$ cat config.mk
export PLATFORM = sky130hd
export DESIGN_NAME = rgmii_link_ctrl_flat
export DESIGN_NICKNAME = d
export VERILOG_FILES = /design/src/rtl/rgmii_link_ctrl_pkg.sv /design/src/rtl/rgmii_link_ctrl_if.sv /design/src/rtl/rgmii_link_ctrl_mdio_rd_master.sv /design/src/rtl/rgmii_link_ctrl.sv /design/src/flat_wrapper.sv
export SDC_FILE = /design/constraint.sdc
export NUM_CORES = 1
export LEC_CHECK = 0
export CORE_UTILIZATION = 45
export DETAILED_ROUTE_END_ITERATION = 12
export PLACE_DENSITY = 0.63
export SYNTH_ARGS = -nofsm -noshare
export SYNTH_HDL_FRONTEND = slang
export SYNTH_SLANG_ARGS = --single-unit
export TNS_END_PERCENT = 100
$ cat constraint.sdc
create_clock -name clk_125 -period 3.4 [get_ports clk_125]
set_input_delay 0.68 -clock clk_125 [delete_from_list [all_inputs] [get_ports clk_125]]
set_output_delay 0.68 -clock clk_125 [all_outputs]
set_load 0.01 [all_outputs]
$ cat src/rtl/rgmii_link_ctrl_pkg.sv
// Shared constants and types for the RGMII link-speed controller.
package rgmii_pkg;

  // Link speed encoding, identical to the PHYSR speed field
  localparam logic [1:0] SPD_10   = 2'b00;
  localparam logic [1:0] SPD_100  = 2'b01;
  localparam logic [1:0] SPD_1000 = 2'b10;
  localparam logic [1:0] SPD_RSVD = 2'b11;

  // PHYSR (reg 0x11) bit positions
  localparam int PHYSR_SPD_HI = 15;
  localparam int PHYSR_SPD_LO = 14;
  localparam int PHYSR_LINK   = 10;

  // Clause-22 read frame fields
  localparam logic [1:0] MDIO_ST    = 2'b01;
  localparam logic [1:0] MDIO_OP_RD = 2'b10;

  // Frame field lengths in MDC periods (sum = 64)
  localparam int PRE_BITS  = 32;
  localparam int CMD_BITS  = 14;
  localparam int TA_BITS   = 2;
  localparam int DATA_BITS = 16;

  typedef enum logic [2:0] {
    MS_IDLE,
    MS_PRE,
    MS_CMD,
    MS_TA,
    MS_DATA,
    MS_UPDATE
  } mdio_state_t;

  typedef struct packed {
    logic [1:0] spd;
    logic       lnk;
  } physr_t;

  // 10M and 100M use the SDR receive path
  function automatic logic is_sdr(input logic [1:0] spd);
    return spd != SPD_1000;
  endfunction

endpackage

$ cat src/rtl/rgmii_link_ctrl_if.sv
// MDIO pads, poll request and link status seen by the RGMII PHY interface.
interface rgmii_link_ctrl_if;
  logic       poll_req;
  logic       mdio_i;
  logic       mdc;
  logic       mdio_o;
  logic       mdio_t;
  logic [1:0] link_speed;
  logic       mii_select;
  logic       link_up;
  logic       dp_reset;
  logic       busy;
  logic       rd_err;

  // controller side
  modport master (
    input  poll_req, mdio_i,
    output mdc, mdio_o, mdio_t, link_speed, mii_select, link_up,
           dp_reset, busy, rd_err
  );

  // pad / MAC side
  modport slave (
    output poll_req, mdio_i,
    input  mdc, mdio_o, mdio_t, link_speed, mii_select, link_up,
           dp_reset, busy, rd_err
  );
endinterface

$ cat src/rtl/rgmii_link_ctrl_mdio_rd_master.sv
// Clause-22 MDIO read master: MDC generator and PRE/CMD/TA/DATA shifter.
// One 'start' runs a 64-period read frame; 'done' pulses in UPDATE with rdata valid.
module mdio_rd_master
  import rgmii_pkg::*;
#(
  parameter int         MDC_HALF   = 25,
  parameter logic [4:0] PHY_ADDR   = 5'd1,
  parameter logic [4:0] STATUS_REG = 5'h11
) (
  input  logic        clk,
  input  logic        rst,
  input  logic        start,
  input  logic        mdio_i,
  output logic        mdc,
  output logic        mdio_o,
  output logic        mdio_t,
  output logic        busy,
  output logic        done,
  output logic [15:0] rdata
);

  localparam int HW = $clog2(MDC_HALF + 1);
  localparam logic [13:0] CMD_WORD = {MDIO_ST, MDIO_OP_RD, PHY_ADDR, STATUS_REG};

  mdio_state_t   state;
  logic [HW-1:0] half_cnt;
  logic [4:0]    bit_cnt;   // MDC period index within the current field
  logic [13:0]   cmd_sr;
  logic          half_end;

  assign half_end = (half_cnt == HW'(MDC_HALF - 1));

  // Frame sequencer. mdc toggles at half_end; the rising toggle samples
  // mdio_i, the falling toggle closes a period and drives the next bit.
  always_ff @(posedge clk or posedge rst) begin
    if (rst) begin
      state    <= MS_IDLE;
      mdc      <= 1'b0;
      mdio_o   <= 1'b1;
      mdio_t   <= 1'b1;
      busy     <= 1'b0;
      done     <= 1'b0;
      half_cnt <= '0;
      bit_cnt  <= '0;
      cmd_sr   <= '0;
      rdata    <= '0;
    end else begin
      done <= 1'b0;
      case (state)
        MS_IDLE: begin
          if (start) begin
            // first preamble bit goes out with the start edge
            state    <= MS_PRE;
            busy     <= 1'b1;
            mdio_t   <= 1'b0;
            mdio_o   <= 1'b1;
            half_cnt <= '0;
            bit_cnt  <= '0;
            cmd_sr   <= CMD_WORD;
          end
        end
        MS_UPDATE: begin
          state <= MS_IDLE;
          busy  <= 1'b0;
        end
        default: begin
          if (!half_end) begin
            half_cnt <= half_cnt + HW'(1);
          end else begin
            half_cnt <= '0;
            mdc      <= ~mdc;
            if (!mdc) begin
              if (state == MS_DATA) rdata <= {rdata[14:0], mdio_i};
            end else begin
              bit_cnt <= bit_cnt + 5'd1;
              case (state)
                MS_PRE: begin
                  if (bit_cnt == 5'(PRE_BITS - 1)) begin
                    state   <= MS_CMD;
                    bit_cnt <= '0;
                    mdio_o  <= cmd_sr[13];
                    cmd_sr  <= {cmd_sr[12:0], 1'b0};
                  end
                end
                MS_CMD: begin
                  if (bit_cnt == 5'(CMD_BITS - 1)) begin
                    // release the line for turnaround and data
                    state   <= MS_TA;
                    bit_cnt <= '0;
                    mdio_t  <= 1'b1;
                    mdio_o  <= 1'b1;
                  end else begin
                    mdio_o <= cmd_sr[13];
                    cmd_sr <= {cmd_sr[12:0], 1'b0};
                  end
                end
                MS_TA: begin
                  if (bit_cnt == 5'(TA_BITS - 1)) begin
                    state   <= MS_DATA;
                    bit_cnt <= '0;
                  end
                end
                MS_DATA: begin
                  if (bit_cnt == 5'(DATA_BITS - 1)) begin
                    state <= MS_UPDATE;
                    done  <= 1'b1;
                  end
                end
                default: ;
              endcase
            end
          end
        end
      endcase
    end
  end

endmodule

$ cat src/rtl/rgmii_link_ctrl.sv
// Link-speed controller: polls PHYSR over MDIO, drives link_speed/mii_select
// and holds the MAC datapath in reset across speed changes.
module rgmii_link_ctrl
  import rgmii_pkg::*;
#(
  parameter int         MDC_HALF    = 25,
  parameter logic [4:0] PHY_ADDR    = 5'd1,
  parameter logic [4:0] STATUS_REG  = 5'h11,
  parameter int         POLL_CYCLES = 12_500_000,
  parameter int         HOLD_CYCLES = 16
) (
  input  logic               clk_125,
  input  logic               reset,
  rgmii_link_ctrl_if.master  ctl
);

  localparam int TW = $clog2(POLL_CYCLES);
  localparam int CW = $clog2(HOLD_CYCLES + 1);

  logic [TW-1:0] poll_tmr;
  logic          tmr_exp;
  logic          pending;
  logic          start;
  logic          mbusy;
  logic          done;
  logic [15:0]   rdata;
  physr_t        sr;
  logic [CW-1:0] hold_cnt;
  logic [1:0]    link_speed;
  logic          mii_select;
  logic          link_up;
  logic          dp_reset;
  logic          rd_err;
  logic          unused_physr;

  assign tmr_exp = (poll_tmr == TW'(POLL_CYCLES - 1));
  // timer expiry, a fresh request and a pending request all collapse into one start
  assign start   = !mbusy && (ctl.poll_req || pending || tmr_exp);

  assign sr.spd       = rdata[PHYSR_SPD_HI:PHYSR_SPD_LO];
  assign sr.lnk       = rdata[PHYSR_LINK];
  assign unused_physr = ^{rdata[13:11], rdata[9:0]};

  mdio_rd_master #(
    .MDC_HALF   (MDC_HALF),
    .PHY_ADDR   (PHY_ADDR),
    .STATUS_REG (STATUS_REG)
  ) u_mdio (
    .clk    (clk_125),
    .rst    (reset),
    .start  (start),
    .mdio_i (ctl.mdio_i),
    .mdc    (ctl.mdc),
    .mdio_o (ctl.mdio_o),
    .mdio_t (ctl.mdio_t),
    .busy   (mbusy),
    .done   (done),
    .rdata  (rdata)
  );

  // Poll timer restarts on every frame start; requests during a frame merge into one pending bit
  always_ff @(posedge clk_125 or posedge reset) begin
    if (reset) begin
      poll_tmr <= '0;
      pending  <= 1'b0;
    end else begin
      if (start || tmr_exp) poll_tmr <= '0;
      else                  poll_tmr <= poll_tmr + TW'(1);
      if (start)                       pending <= 1'b0;
      else if (mbusy && ctl.poll_req)  pending <= 1'b1;
    end
  end

  // PHYSR decode on frame completion and datapath reset hold
  always_ff @(posedge clk_125 or posedge reset) begin
    if (reset) begin
      link_speed <= SPD_1000;
      mii_select <= 1'b0;
      link_up    <= 1'b0;
      rd_err     <= 1'b0;
      dp_reset   <= 1'b1;
      hold_cnt   <= CW'(HOLD_CYCLES - 1);
    end else begin
      if (hold_cnt != '0) hold_cnt <= hold_cnt - CW'(1);
      else                dp_reset <= 1'b0;
      if (done) begin
        if (sr.spd == SPD_RSVD) begin
          rd_err <= 1'b1;
        end else begin
          rd_err  <= 1'b0;
          link_up <= sr.lnk;
          if (sr.lnk && sr.spd != link_speed) begin
            // a change inside an active hold restarts the count
            link_speed <= sr.spd;
            mii_select <= is_sdr(sr.spd);
            dp_reset   <= 1'b1;
            hold_cnt   <= CW'(HOLD_CYCLES - 1);
          end
        end
      end
    end
  end

  assign ctl.busy       = mbusy;
  assign ctl.link_speed = link_speed;
  assign ctl.mii_select = mii_select;
  assign ctl.link_up    = link_up;
  assign ctl.dp_reset   = dp_reset;
  assign ctl.rd_err     = rd_err;

endmodule

$ cat src/flat_wrapper.sv
// flat-port wrapper written by rule: the top's interface ports become plain ports
module rgmii_link_ctrl_flat import rgmii_pkg::*;
#(
  parameter int         MDC_HALF    = 25,
  parameter logic [4:0] PHY_ADDR    = 5'd1,
  parameter logic [4:0] STATUS_REG  = 5'h11,
  parameter int         POLL_CYCLES = 12_500_000,
  parameter int         HOLD_CYCLES = 16
)
  (clk_125, reset, ctl_poll_req, ctl_mdio_i, ctl_mdc, ctl_mdio_o, ctl_mdio_t, ctl_link_speed, ctl_mii_select, ctl_link_up, ctl_dp_reset, ctl_busy, ctl_rd_err);
  rgmii_link_ctrl_if ctl_i ();
  input  logic clk_125;
  input  logic reset;
  input wire logic [$bits(ctl_i.poll_req)-1:0] ctl_poll_req;
  input wire logic [$bits(ctl_i.mdio_i)-1:0] ctl_mdio_i;
  output wire logic [$bits(ctl_i.mdc)-1:0] ctl_mdc;
  output wire logic [$bits(ctl_i.mdio_o)-1:0] ctl_mdio_o;
  output wire logic [$bits(ctl_i.mdio_t)-1:0] ctl_mdio_t;
  output wire logic [$bits(ctl_i.link_speed)-1:0] ctl_link_speed;
  output wire logic [$bits(ctl_i.mii_select)-1:0] ctl_mii_select;
  output wire logic [$bits(ctl_i.link_up)-1:0] ctl_link_up;
  output wire logic [$bits(ctl_i.dp_reset)-1:0] ctl_dp_reset;
  output wire logic [$bits(ctl_i.busy)-1:0] ctl_busy;
  output wire logic [$bits(ctl_i.rd_err)-1:0] ctl_rd_err;
  assign ctl_i.poll_req = ctl_poll_req;
  assign ctl_i.mdio_i = ctl_mdio_i;
  assign ctl_mdc = ctl_i.mdc;
  assign ctl_mdio_o = ctl_i.mdio_o;
  assign ctl_mdio_t = ctl_i.mdio_t;
  assign ctl_link_speed = ctl_i.link_speed;
  assign ctl_mii_select = ctl_i.mii_select;
  assign ctl_link_up = ctl_i.link_up;
  assign ctl_dp_reset = ctl_i.dp_reset;
  assign ctl_busy = ctl_i.busy;
  assign ctl_rd_err = ctl_i.rd_err;
  rgmii_link_ctrl #(.MDC_HALF(MDC_HALF), .PHY_ADDR(PHY_ADDR), .STATUS_REG(STATUS_REG), .POLL_CYCLES(POLL_CYCLES), .HOLD_CYCLES(HOLD_CYCLES)) u_core (.clk_125(clk_125), .reset(reset), .ctl(ctl_i));
endmodule
-- Yosys cells after proc, flatten, opt, wreduce, memory -nomap -nowiden
Index checks and enable logic that the tools add are counted.
Widths: inputs -> output; s select.
- flip-flop bits (word level): 84
- logic and storage cells: 135
- $add $sub $neg: 4
- muxes and demuxes: 57
- reduce and logical (&&, ||, !) cells: 31
- equal/unequal tests: 21
- bitwise logic cells: 4
- operators with widths (cell ; number):
    $mux 14 ; 5
    $pmux 14 s2 ; 2
    $mux 5 ; 11
    $add 24x1->24 const B ; 1
    $eq 24x24->1 const B ; 1
    $mux 24 ; 1
    $mux 1 ; 22
    $mux 3 ; 7
    $pmux 5 s2 ; 2
    $pmux 5 s3 ; 1
    $ne 4x4->1 const B ; 3
    $pmux 3 s4 ; 1
    $reduce_and 6->1 ; 2
    $reduce_bool 2->1 ; 6
    $add 5x1->5 const B ; 2
    $eq 5x4->1 const B ; 2
    $eq 5x5->1 const B ; 2
    $reduce_bool 3->1 ; 3
    $pmux 1 s2 ; 4
    $reduce_and 2->1 ; 4
    $reduce_and 4->1 ; 2
    $reduce_and 8->1 ; 1
    $reduce_and 7->1 ; 1
    $eq 3x2->1 const B ; 2
    other kinds (20) ; 29

-- Depth between registers and ports, before layout
- word-level depth: 6
- gate-level depth with buffers: 8
- mapped depth without buffers: 8

-- Modules after synthesis
Synthesis repeated with hierarchy kept, for this count alone.
- cells, all modules: 416
- area, all modules: 4317.9 um^2
- modules (own cells, without submodules) (module ; times used ; seq. area each (um^2) ; area each (um^2) ; cells each):
    mdio_rd_master ; 1 ; 1203.7 ; 2498.6 ; 227
    rgmii_link_ctrl ; 1 ; 908.4 ; 1819.2 ; 189

-- Worst setup path after synthesis
No wires, ideal clock.
- path kind: register to register
- start: reg u_core.poll_tmr[0]
- end: reg u_core.u_mdio.bit_cnt[0]
- slack: 1.170 ns
- cell stages (with the launch flop): 7
- setup time: 0.125 ns
- arrival: 2.105 ns
- path buffers: 0
- data required time: 3.275 ns
- cell sequence: dfrtp_1 > ha_1 > nand4_1 > or4_4 > o21a_4 > o21ai_2 > mux2_2
- longest elaborated chain between the ends: 5
- RTL lines (item ; line ; text):
    start, declared ; rgmii_link_ctrl.sv:20 ; logic [TW-1:0] poll_tmr;
    start signal, assigned ; rgmii_link_ctrl.sv:68 ; else poll_tmr <= poll_tmr + TW'(1);
    $eq 24x24->1 ; rgmii_link_ctrl.sv:36 ; assign tmr_exp = (poll_tmr == TW'(POLL_CYCLES - 1));
    $logic_or 1x1->1 ; rgmii_link_ctrl.sv:38 ; assign start = !mbusy && (ctl.poll_req || pending || tmr_exp);
    $logic_and 1x1->1 ; rgmii_link_ctrl.sv:38 ;
    $ne 2x1->1 (no source line) ; n/a ;
    $reduce_and 4->1 (no source line) ; n/a ;
    end signal, assigned ; rgmii_link_ctrl_mdio_rd_master.sv:75 ; bit_cnt <= bit_cnt + 5'd1;
    end, declared ; rgmii_link_ctrl_mdio_rd_master.sv:27 ; logic [4:0] bit_cnt;
No other way between the ends.
A chain may end at the register's enable or synchronous reset.

-- Worst setup path in the final report
- start: reg u_core.poll_tmr[0]
- end: reg u_core.u_mdio.cmd_sr[7]
- longest elaborated chain between the ends: 5
- RTL lines (item ; line ; text):
    $eq 24x24->1 ; rgmii_link_ctrl.sv:36 ;
    $logic_or 1x1->1 ; rgmii_link_ctrl.sv:38 ;
    $logic_and 1x1->1 ; rgmii_link_ctrl.sv:38 ;
    $ne 2x1->1 (no source line) ; n/a ;
    $reduce_and 7->1 (no source line) ; n/a ;
    end signal, assigned ; rgmii_link_ctrl_mdio_rd_master.sv:82 ; cmd_sr <= {cmd_sr[12:0], 1'b0};
    end signal, assigned ; rgmii_link_ctrl_mdio_rd_master.sv:94 ; cmd_sr <= {cmd_sr[12:0], 1'b0};
    end, declared ; rgmii_link_ctrl_mdio_rd_master.sv:28 ; logic [13:0] cmd_sr;
No other way between the ends.

==> flow_summary.toml <==
[outcome]
status = "finished clean"

[synth]
synth_edf_count = 0
synth_warnings = 0
ys_seq_elements = 84
ys.flop_type = "dfrtp_1"
yosysSeqAreaShare_pct = 53.3
postSynthAreaPerCell_um2 = 10.9
ys_types = 57
syn-num-nets = 377
async_flop_share_pct = 100
synthesis.instances = 365
synth_area_um2 = 3970

[sta]
worst_pin_slew_ps = 721
setup_slack_ps = 864
min_period_ps = 2540
setup_violations = 0
grt_setup_unrepaired = "false"
tns_ps = 0
max_slew_margin_pct = 51.8
skew_ps = 12.1
fmax_mhz = 394
drv_slew = 0
final.period_utilization_pct = 74.6
final_hold_viol_count = 0

[cts]
clockBufferDepth = 2
cts_sinks = 84
cts_resized = 0
cts_tree = "built"
path_clk_slew_ps = 90
cts_setup_buffers = 0
htreeDepth = 3
cts_made_buffers = 9
postCtsHoldBufs = 0
clock-root-buffer = "clkbuf_8"
worstSkewPairLatency_ps = 360

[die]
dieArea_um2 = 9190
io_pins = 14
core_um2 = 8380
num_rows = 33
fp.dieH_um = 95.9
chipWidth_um = 95.9
start_util_pct = 47.3

[place]
place_congestion = 0.784
io_buffer_count = 13
dp_cells = 473
hpwl_um = 4550
pre_cts_ws_ps = 868

[run]
maxCapViolCount = 0

[detailed_routing]
ant_nets = 0
wl_per_cell_um = 13.7
vias_per_cell = 5.47
vias = 2676
dr.pass1.iters = 4
drt_iter0_markers = 81
drc = 0
routed_wl_um = 6690

[worst_hold_path]
holdCritStartpoint = "u_core.poll_tmr[0]"
hold_path.class = "reg2reg"

[worst_setup_path]
startpoint_type = "register"
criticalPathCategory = "reg2reg"
slowest_stage = "or4_4"
cp_max_fo = 9
worstReg2RegStart = "u_core.poll_tmr[0]"
cp-end-kind = "register"
cp_data_required_time_ps = 3650
arrival_ps = 2790
worst-path-buf-inv = 0
critPathMaxStageDelay_ps = 630
path_cells = "ha_1, nand4_1, or4_4, o21ai_0, o21ai_1, a22o_1"
worstSetupStartpoint = "u_core.poll_tmr[0]"
cpLargestDelayFamily = "compound AO/OA/AOI/OAI gates"

[global_routing]
overflow = 0
grt_pass1_wl_um = 11700
grt_pass1_vias = 2509
antenna_found_initial = 0
grt_max_degree = 60
grt_usage_pct = 16.7

[power_and_ir_drop]
p_comb_share_pct = 1.9
power.leakage_uw = 0.00195
power_switching_uw = 439
seqPwrFrac_pct = 58.1
ir_drop_mv = 0.178
powerDensity_nw_per_um2 = 397
p_clk_share_pct = 39.9
switching_share_pct = 25.3
p_int_uw = 1300
p_total_uw = 1740

[finish]
syn_to_final_growth_pct = 10.5
fin_cells = 489
final_net_count = 391
num_antenna_cells = 0
final_layout_size_suffix_gt1_share_pct = 15.9
## cells in the final DEF (no fill, tap or decap), types with 3 or more instances in the layout
| cell | synthesis | final |
|---|---|---|
| nor3_1 | 11 | 11 |
| inv_8 | 0 | 3 |
| dfrtp_1 | 76 | 76 |
| nor4_1 | 6 | 6 |
| inv_1 | 17 | 16 |
| nand4_1 | 5 | 5 |
| xor2_1 | 9 | 9 |
| ha_1 | 8 | 8 |
| nand2_1 | 20 | 20 |
| nor2_1 | 44 | 44 |
| o22a_1 | 5 | 5 |
| clkbuf_8 | 0 | 9 |
| a21oi_1 | 10 | 10 |
| a22o_1 | 10 | 10 |
| o211ai_1 | 5 | 5 |
| clkdlybuf4s50_1 | 0 | 13 |
| xnor2_1 | 19 | 19 |
| and3_1 | 8 | 8 |
| o21ai_0 | 9 | 9 |
| nand3_1 | 17 | 17 |
| dfstp_2 | 8 | 8 |
| mux2_2 | 23 | 23 |
| nor2b_1 | 5 | 5 |
## routing by layer
metal | global-route usage, % | share of wire (%)
met4 | 7.84 | 2.1
met5 | 0 | 0
met1 | 23.2 | 52
met3 | 3.08 | 2.5
met2 | 25.3 | 44
## cell type report
type / instances / area, um^2
clock buffer: 9 / 124
clock inverter: 7 / 66.3
fill: 750 / 4000
inverter: 17 / 65.1
multi-input combinational: 252 / 1720
sequential: 84 / 2110
tap: 105 / 131
timing repair buffer: 15 / 158
## per-stage QoR
step                instance area (um^2)  util (%)  hold slack (ps)
finish                              4380      52.3              487
floorplan                           3970         -              455
global placement                    4190      50.0              474
CTS                                 4380      52.3              491
global route                        4380      52.3              507
detailed placement                  4190      50.0              475
## sequential cells by signal, summed over array words and instances (netlist names)
register,cells
u_core.ctl.dp_reset,1
u_core.ctl.link_speed,2
u_core.ctl.link_up,1
u_core.ctl.mii_select,1
u_core.ctl.rd_err,1
u_core.hold_cnt,5
u_core.pending,1
u_core.poll_tmr,24
u_core.u_mdio.bit_cnt,5
u_core.u_mdio.busy,1
u_core.u_mdio.cmd_sr,14
u_core.u_mdio.done,1
u_core.u_mdio.half_cnt,5
u_core.u_mdio.mdc,1
u_core.u_mdio.mdio_o,1
u_core.u_mdio.mdio_t,1
u_core.u_mdio.rdata,16
u_core.u_mdio.state,3
## power groups by stage
stage | combinational [uW] | sequential, uW | clock, uW
5_1_grt | 40.0 | 1010 | 755
2_1_floorplan | 22.2 | 1030 | 0
3_3_place_gp | 35.0 | 1030 | 0
4_1_cts | 35.4 | 1010 | 716
6_report | 33.2 | 1010 | 694
3_5_place_dp | 35.7 | 1030 | 0
## kinds of logic after synthesis
logic type	synth area share, %
compound gates	11.3
buf+inv	3.25
simple gates	16.7
flops	53.3
xor+xnor	6.19
mux	6.78
fa+ha+maj	2.52
## cells in the mapped netlist, types with 2 or more instances
cell type / number / area (um^2)
dfrtp_1: 76 / 1900
nor2_1: 44 / 165
mux2_2: 23 / 259
nand2_1: 20 / 75.1
xnor2_1: 19 / 166
inv_1: 17 / 63.8
nand3_1: 17 / 85.1
nor3_1: 11 / 55.1
a21oi_1: 10 / 50.1
a22o_1: 10 / 87.6
o21ai_0: 9 / 45.0
xor2_1: 9 / 78.8
and3_1: 8 / 50.1
clkbuf_1: 8 / 30.0
dfstp_2: 8 / 210
ha_1: 8 / 100
nor4_1: 6 / 37.5
nand4_1: 5 / 31.3
nor2b_1: 5 / 31.3
o211ai_1: 5 / 37.5
o22a_1: 5 / 43.8
a22o_2: 2 / 20.0
buf_6: 2 / 22.5
nand3b_1: 2 / 15.0
o21a_1: 2 / 15.0
or2_2: 2 / 12.5
or3_1: 2 / 12.5
## worst reg2reg max path, stage by stage (launching register included)
cell and delay, ps:
dfrtp_1 390, ha_1 210, nand4_1 250, or4_4 640
o21ai_0 380, o21ai_1 300, a22o_1 270
## worst paths after layout
| path | slack [ps] | depth (start not counted) | to |
|---|---|---|---|
| worst min register to register | 490 | 1 | u_core.poll_tmr[0] |
| max in group asynchronous | 2080 | 3 | u_core.hold_cnt[1] |
| worst max register to register | 860 | 6 | u_core.u_mdio.cmd_sr[7] |
| worst max-delay path | 860 | 6 | u_core.u_mdio.cmd_sr[7] |
| worst min-delay path | 490 | 1 | u_core.poll_tmr[0] |
| min in group asynchronous | 630 | 2 | u_core.u_mdio.rdata[1] |
Power figures use the tool's default switching activity.
